<file path="src/rtl/tile_renderer_pkg.sv">
// tile_renderer_pkg: shared tile codes, colours, grid size and FIFO entry type
package tile_renderer_pkg;
  typedef enum logic [2:0] {
    OBJ_EMPTY  = 3'd0,
    OBJ_HEAD   = 3'd1,
    OBJ_BODY   = 3'd2,
    OBJ_APPLE  = 3'd3,
    OBJ_BORDER = 3'd4
  } obj_code_t;
  localparam logic [15:0] RGB_EMPTY  = 16'h0000;
  localparam logic [15:0] RGB_HEAD   = 16'hFFE0;
  localparam logic [15:0] RGB_BODY   = 16'h07E0;
  localparam logic [15:0] RGB_APPLE  = 16'hF800;
  localparam logic [15:0] RGB_BORDER = 16'h001F;
  localparam logic [4:0] GRID_W = 5'd16;
  localparam logic [4:0] GRID_H = 5'd12;
  typedef struct packed {
    logic [3:0] x;
    logic [3:0] y;
    logic [2:0] code;
  } tile_entry_t;
  typedef enum logic [1:0] {IDLE, LOAD, DRAW} state_t;
  function automatic logic [15:0] code_color(input logic [2:0] c);
    return c == OBJ_HEAD   ? RGB_HEAD   :
           c == OBJ_BODY   ? RGB_BODY   :
           c == OBJ_APPLE  ? RGB_APPLE  :
           c == OBJ_BORDER ? RGB_BORDER : RGB_EMPTY;
  endfunction
endpackage

</file>
<file path="src/rtl/tile_renderer_if.sv">
// tile_renderer_if: pixel stream valid/ready bus from renderer to display writer
interface tile_renderer_if;
  logic        px_valid;
  logic        px_ready;
  logic [8:0]  px_x;
  logic [7:0]  px_y;
  logic [15:0] px_color;
  logic        px_first;
  logic        px_last;
  modport master(output px_valid, px_x, px_y, px_color, px_first, px_last, input px_ready);
  modport slave(input px_valid, px_x, px_y, px_color, px_first, px_last, output px_ready);
endinterface

</file>
<file path="src/rtl/tile_fifo.sv">
// tile_fifo: registered-output-count FIFO with no fall-through, generic entry type
module tile_fifo
  import tile_renderer_pkg::*;
#(
  parameter int  DEPTH   = 8,
  parameter type entry_t = tile_entry_t
) (
  input  logic                   clk,
  input  logic                   rst,
  input  logic                   push,
  input  entry_t                 din,
  input  logic                   pop,
  output entry_t                 dout,
  output logic                   full,
  output logic                   empty,
  output logic [$clog2(DEPTH):0] count
);
  localparam int AW = $clog2(DEPTH);
  entry_t mem [DEPTH];
  logic [AW-1:0] wr_ptr, rd_ptr;
  logic wr, rd;
  assign wr    = push && !full;
  assign rd    = pop && !empty;
  assign full  = count == (AW+1)'(DEPTH);
  assign empty = count == '0;
  assign dout  = mem[rd_ptr];
  always_ff @(posedge clk)
    if (wr) mem[wr_ptr] <= din;
  always_ff @(posedge clk)
    if (rst) begin
      wr_ptr <= '0;
      rd_ptr <= '0;
      count  <= '0;
    end else begin
      wr_ptr <= wr_ptr + AW'(wr);
      rd_ptr <= rd_ptr + AW'(rd);
      count  <= count + (AW+1)'(wr) - (AW+1)'(rd);
    end
endmodule

</file>
<file path="src/rtl/tile_renderer.sv">
// tile_renderer: queues tile updates and rasterises each tile as a row-major pixel stream
module tile_renderer
  import tile_renderer_pkg::*;
#(
  parameter int FIFO_DEPTH = 8,
  parameter int TILE_PX    = 20
) (
  input  logic             clk,
  input  logic             rst,
  input  logic             diff,
  input  logic [3:0]       x,
  input  logic [3:0]       y,
  input  logic [2:0]       obj_code,
  output logic             scan_en,
  output logic             busy,
  output logic             overflow,
  tile_renderer_if.master  px
);
  localparam int CW = $clog2(TILE_PX);
  localparam int NW = $clog2(FIFO_DEPTH) + 1;
  state_t state, state_n;
  tile_entry_t din, head;
  logic full, empty, in_range, push, pop, hs, last_col;
  logic [NW-1:0] count;
  logic [3:0] tx, ty;
  logic [15:0] color;
  logic [CW-1:0] col, row;
  assign din      = '{x, y, obj_code};
  assign in_range = {1'b0, x} < GRID_W && {1'b0, y} < GRID_H;
  assign push     = diff && in_range && !full;
  tile_fifo #(.DEPTH(FIFO_DEPTH), .entry_t(tile_entry_t)) u_fifo (
    .clk   (clk),
    .rst   (rst),
    .push  (push),
    .din   (din),
    .pop   (pop),
    .dout  (head),
    .full  (full),
    .empty (empty),
    .count (count)
  );
  assign scan_en     = count < NW'(FIFO_DEPTH - 1);
  assign busy        = !empty || state != IDLE;
  assign hs          = px.px_valid && px.px_ready;
  assign last_col    = col == CW'(TILE_PX - 1);
  assign px.px_valid = state == DRAW;
  assign px.px_x     = px.px_valid ? 9'(tx) * 9'(TILE_PX) + 9'(col) : '0;
  assign px.px_y     = px.px_valid ? 8'(ty) * 8'(TILE_PX) + 8'(row) : '0;
  assign px.px_color = px.px_valid ? color : '0;
  assign px.px_first = px.px_valid && col == '0 && row == '0;
  assign px.px_last  = px.px_valid && last_col && row == CW'(TILE_PX - 1);
  always_ff @(posedge clk)
    state <= rst ? IDLE : state_n;
  always_comb begin
    pop     = state == LOAD;
    state_n = state == IDLE ? (empty ? IDLE : LOAD) :
              state == LOAD ? DRAW :
              (hs && px.px_last ? IDLE : DRAW);
  end
  always_ff @(posedge clk)
    if (rst) begin
      tx       <= '0;
      ty       <= '0;
      color    <= '0;
      col      <= '0;
      row      <= '0;
      overflow <= 1'b0;
    end else begin
      overflow <= overflow || (diff && in_range && full);
      if (pop) begin
        tx    <= head.x;
        ty    <= head.y;
        color <= code_color(head.code);
        col   <= '0;
        row   <= '0;
      end else if (hs) begin
        col <= last_col ? '0 : col + 1'b1;
        row <= last_col ? row + 1'b1 : row;
      end
    end
endmodule
</file>
<file path="src/flat_wrapper.sv">
// flat-port wrapper written by rule: the top's interface ports become plain ports
module tile_renderer_flat import tile_renderer_pkg::*;
#(
  parameter int FIFO_DEPTH = 8,
  parameter int TILE_PX    = 20
)
  (clk, rst, diff, x, y, obj_code, scan_en, busy, overflow, px_px_valid, px_px_x, px_px_y, px_px_color, px_px_first, px_px_last, px_px_ready);
  tile_renderer_if px_i ();
  input  logic clk;
  input  logic rst;
  input  logic diff;
  input  logic [3:0] x;
  input  logic [3:0] y;
  input  logic [2:0] obj_code;
  output logic scan_en;
  output logic busy;
  output logic overflow;
  output wire logic [$bits(px_i.px_valid)-1:0] px_px_valid;
  output wire logic [$bits(px_i.px_x)-1:0] px_px_x;
  output wire logic [$bits(px_i.px_y)-1:0] px_px_y;
  output wire logic [$bits(px_i.px_color)-1:0] px_px_color;
  output wire logic [$bits(px_i.px_first)-1:0] px_px_first;
  output wire logic [$bits(px_i.px_last)-1:0] px_px_last;
  input wire logic [$bits(px_i.px_ready)-1:0] px_px_ready;
  assign px_px_valid = px_i.px_valid;
  assign px_px_x = px_i.px_x;
  assign px_px_y = px_i.px_y;
  assign px_px_color = px_i.px_color;
  assign px_px_first = px_i.px_first;
  assign px_px_last = px_i.px_last;
  assign px_i.px_ready = px_px_ready;
  tile_renderer #(.FIFO_DEPTH(FIFO_DEPTH), .TILE_PX(TILE_PX)) u_core (.clk(clk), .rst(rst), .diff(diff), .x(x), .y(y), .obj_code(obj_code), .scan_en(scan_en), .busy(busy), .overflow(overflow), .px(px_i));
endmodule
</file>
<file path="config.mk">
export PLATFORM = sky130hd
export DESIGN_NAME = tile_renderer_flat
export DESIGN_NICKNAME = d
export VERILOG_FILES = /design/src/rtl/tile_renderer_pkg.sv /design/src/rtl/tile_renderer_if.sv /design/src/rtl/tile_fifo.sv /design/src/rtl/tile_renderer.sv /design/src/flat_wrapper.sv
export SDC_FILE = /design/constraint.sdc
export NUM_CORES = 1
export LEC_CHECK = 0
export ABC_AREA = 1
export CAP_MARGIN = 10
export CELL_PAD_IN_SITES_DETAIL_PLACEMENT = 0
export CELL_PAD_IN_SITES_GLOBAL_PLACEMENT = 1
export CORE_MARGIN = 2
export CORE_UTILIZATION = 41
export CTS_CLUSTER_DIAMETER = 80
export DETAILED_ROUTE_END_ITERATION = 10
export PLACE_DENSITY_LB_ADDON = 0.1
export SYNTH_ARGS = -nofsm -noshare
export SYNTH_HDL_FRONTEND = slang
export SYNTH_SLANG_ARGS = --single-unit
export TNS_END_PERCENT = 5
</file>
<file path="constraint.sdc">
create_clock -name clk -period 1.9 [get_ports clk]
set_input_delay 0.38 -clock clk [delete_from_list [all_inputs] [get_ports clk]]
set_output_delay 0.38 -clock clk [all_outputs]
set_load 0.01 [all_outputs]
</file>
==> flow_summary.ini <==
[synthesis]
yosys_warnings = 0
ys_seq_area_frac = 0.567
synth_area_leaders = edfxtp_1, dfxtp_1, nor2_1
yosysTopAreaCell = edfxtp_1
syn_area_mm2 = 0.00586
synth_edf_count = 88
synth_area_per_cell_um2 = 9.82
ys_ff_latch = 122
synthDistinctLibCells = 34
async_flop_share = 0
syn_nets = 645
ys.flop_type = edfxtp_1
syn_inst = 597
synth_top_area_share = 0.451

[clock_network]
clk_pin_slew_ns = 0.06
cts_tree = built
cts_buffers = 17
insertion_delay_ns = 0.41
cts_sinks = 122
post_cts_buffers = 0
htree_levels = 4
clockBufferDepth = 2
cts_root_buf = clkbuf_16

[timing]
fin_ws_ns = -0.635
fin_crit_ns = 2.53
fin_crit_sh = 1.33
relSlewSlack = 0.637
tightest_slew_ns = 0.543
fmax_mhz = 395
final-setup-viol-count = 15
drv_slew = 0
skew_ns = 0.00761
hold_violations = 0
rsz0062_at_grt = true
holdWs_ns = 0.454
setup_tns_ns = -4.93

[drt]
vias = 4318
dr.pass1.iters = 6
ant_nets = 0
viasPerCell = 4.76
wl_mm = 13.3
drt_iter0_drc = 151
post-route-drc-count = 0
wl_per_cell_um = 14.7

[layout]
drive_gt1_frac = 0.301
syn_to_final_growth_pct = 31.9
postLayoutCellArea_mm2 = 0.00773
final_common_cell = edfxtp_1
antenna_cells = 0
layout.nets = 763
layout_common_cells = edfxtp_1, nor2_1, nand2_1, buf_4, inv_1
postLayoutCoreUtil = 0.555

[setup_path]
arrival_ns = 2.15
cp_max_fo = 4
cp-end-kind = output pin
required_ns = 1.52
crit_chain = ha_4 > ha_4 > inv_2 > fa_2 > nor2_1 > nand2_1 > xnor2_1 > nor2_1 > buf_2
critPathKind = flop to output pin
path_delay_family = adder cells
critPathMaxStageDelay_ns = 0.45
crit_slowest_cell = fa_2
cp_num_buf_inv = 2
critPathLaunchType = flop

[power]
p_per_area_mw_per_mm2 = 1140
irDropWorstVdd_v = 0.000609
p_leak_uw = 0.00318

[grt]
antenna_found_initial = 0
grt.overflow.total = 0
track_usage = 0.191
grt_max_degree = 33
grt_pass1_wl_mm = 21.6
grt_pass1_vias = 4347

[status]
failed_checks = setup timing
outcome = complete, but fails checks

[floorplanning]
ioPinCount = 54
die_area_mm2 = 0.0153
core_area_mm2 = 0.0139
die_height_um = 124
initial_core_util = 0.421
dieWidth_um = 124
rows = 43

[place]
dp_hpwl_mm = 9.27
port_buffers = 53
gp_congestion = 0.821
place_area_mm2 = 0.00715

[flow_run]
drv_cap = 0

[worst_hold_path]
hold_class = flop to flop
==> routing by layer <==
metal	routed length (um)	share of wire	global-route usage	up-vias
met5	0	0	0	-
met4	217	0.016	0.0767	0
met3	662	0.050	0.0411	18
met2	6460	0.48	0.316	86
met1	5990	0.45	0.244	2002
li1	-	-	-	2212
==> stage by stage <==
stage / power [uW] / cells / worst slack [ns]
6_report: 8790 / 908 / -0.635
5_1_grt: 9350 / 908 / -0.775
4_1_cts: 8810 / 908 / -0.662
3_5_place_dp: 5880 / 876 / -0.709
3_3_place_gp: 5820 / 876 / -0.665
2_1_floorplan: 4740 / 597 / -0.171
==> power by group <==
part	switching (uW)	total, uW	internal [uW]
combinational	1470	2680	1210
sequential	163	3270	3100
clock	1190	2850	1660
total	2810	8790	5980
==> worst reg2reg max path, cell delays in order (launching register included) <==
cell	delay [ns]
dfxtp_2	0.33
inv_2	0.04
ha_1	0.22
a21oi_2	0.14
inv_1	0.08
ha_1	0.28
inv_1	0.06
ha_1	0.16
inv_1	0.06
fa_1	0.39
xor2_1	0.15
nor2_1	0.06
==> cell families after synthesis <==
logic type,after synthesis,share of synthesized area
buffers and inverters,111,0.0873
DFF,122,0.567
xor gates and xnor gates,8,0.0120
adders and majority gates,33,0.0769
AOI/OAI and AO/OA,79,0.0764
and+or+nand+nor,244,0.180
==> registers in the layout, indices dropped and copies added, names as in the netlist <==
register,cells
u_core.u_fifo.mem,88
u_core.col,5
u_core.row,5
u_core.tx,4
u_core.ty,4
u_core.u_fifo.count,4
u_core.color,3
u_core.u_fifo.rd_ptr,3
u_core.u_fifo.wr_ptr,3
u_core.state,2
u_core.overflow,1
==> worst paths after layout <==
check,start,to,slack [ns],depth (start not counted)
hold / removal,u_core.color[10],u_core.color[10],0.45,2
setup reg to reg,u_core.u_fifo.count[2],u_core.u_fifo.count[2],-0.18,11
hold reg to reg,u_core.color[10],u_core.color[10],0.45,2
setup / recovery,u_core.tx[1],px_px_x[8],-0.63,9
==> cells in the mapped netlist (all sizes together) (5+ instances only) <==
library cell    n
nor2          101
nand2          91
edfxtp         88
inv            78
o21ai          47
nand3          39
dfxtp          34
ha             28
buf            26
o211ai         16
a21oi          13
clkbuf          7
xnor2           6
fa              5
nor3            5
==> layout make-up <==
| class | count | area, um2 |
|---|---|---|
| clock buffer | 17 | 425 |
| clock inverter | 15 | 101 |
| fill | 1240 | 6200 |
| inverter | 78 | 293 |
| multi-input combinational | 364 | 2280 |
| sequential | 122 | 3350 |
| tap | 180 | 225 |
| timing repair buffer | 132 | 1060 |
==> repair_timing <==
| item | 4_1_cts | 5_1_grt |
|---|---|---|
| gates resized for setup | 147 | 55 |
| pin swaps | 7 | 6 |
| setup endpoints to repair | 81 | 84 |
| hold buffers | 0 | 0 |
| cloned | 0 | 0 |
Power figures use the tool's default switching activity.
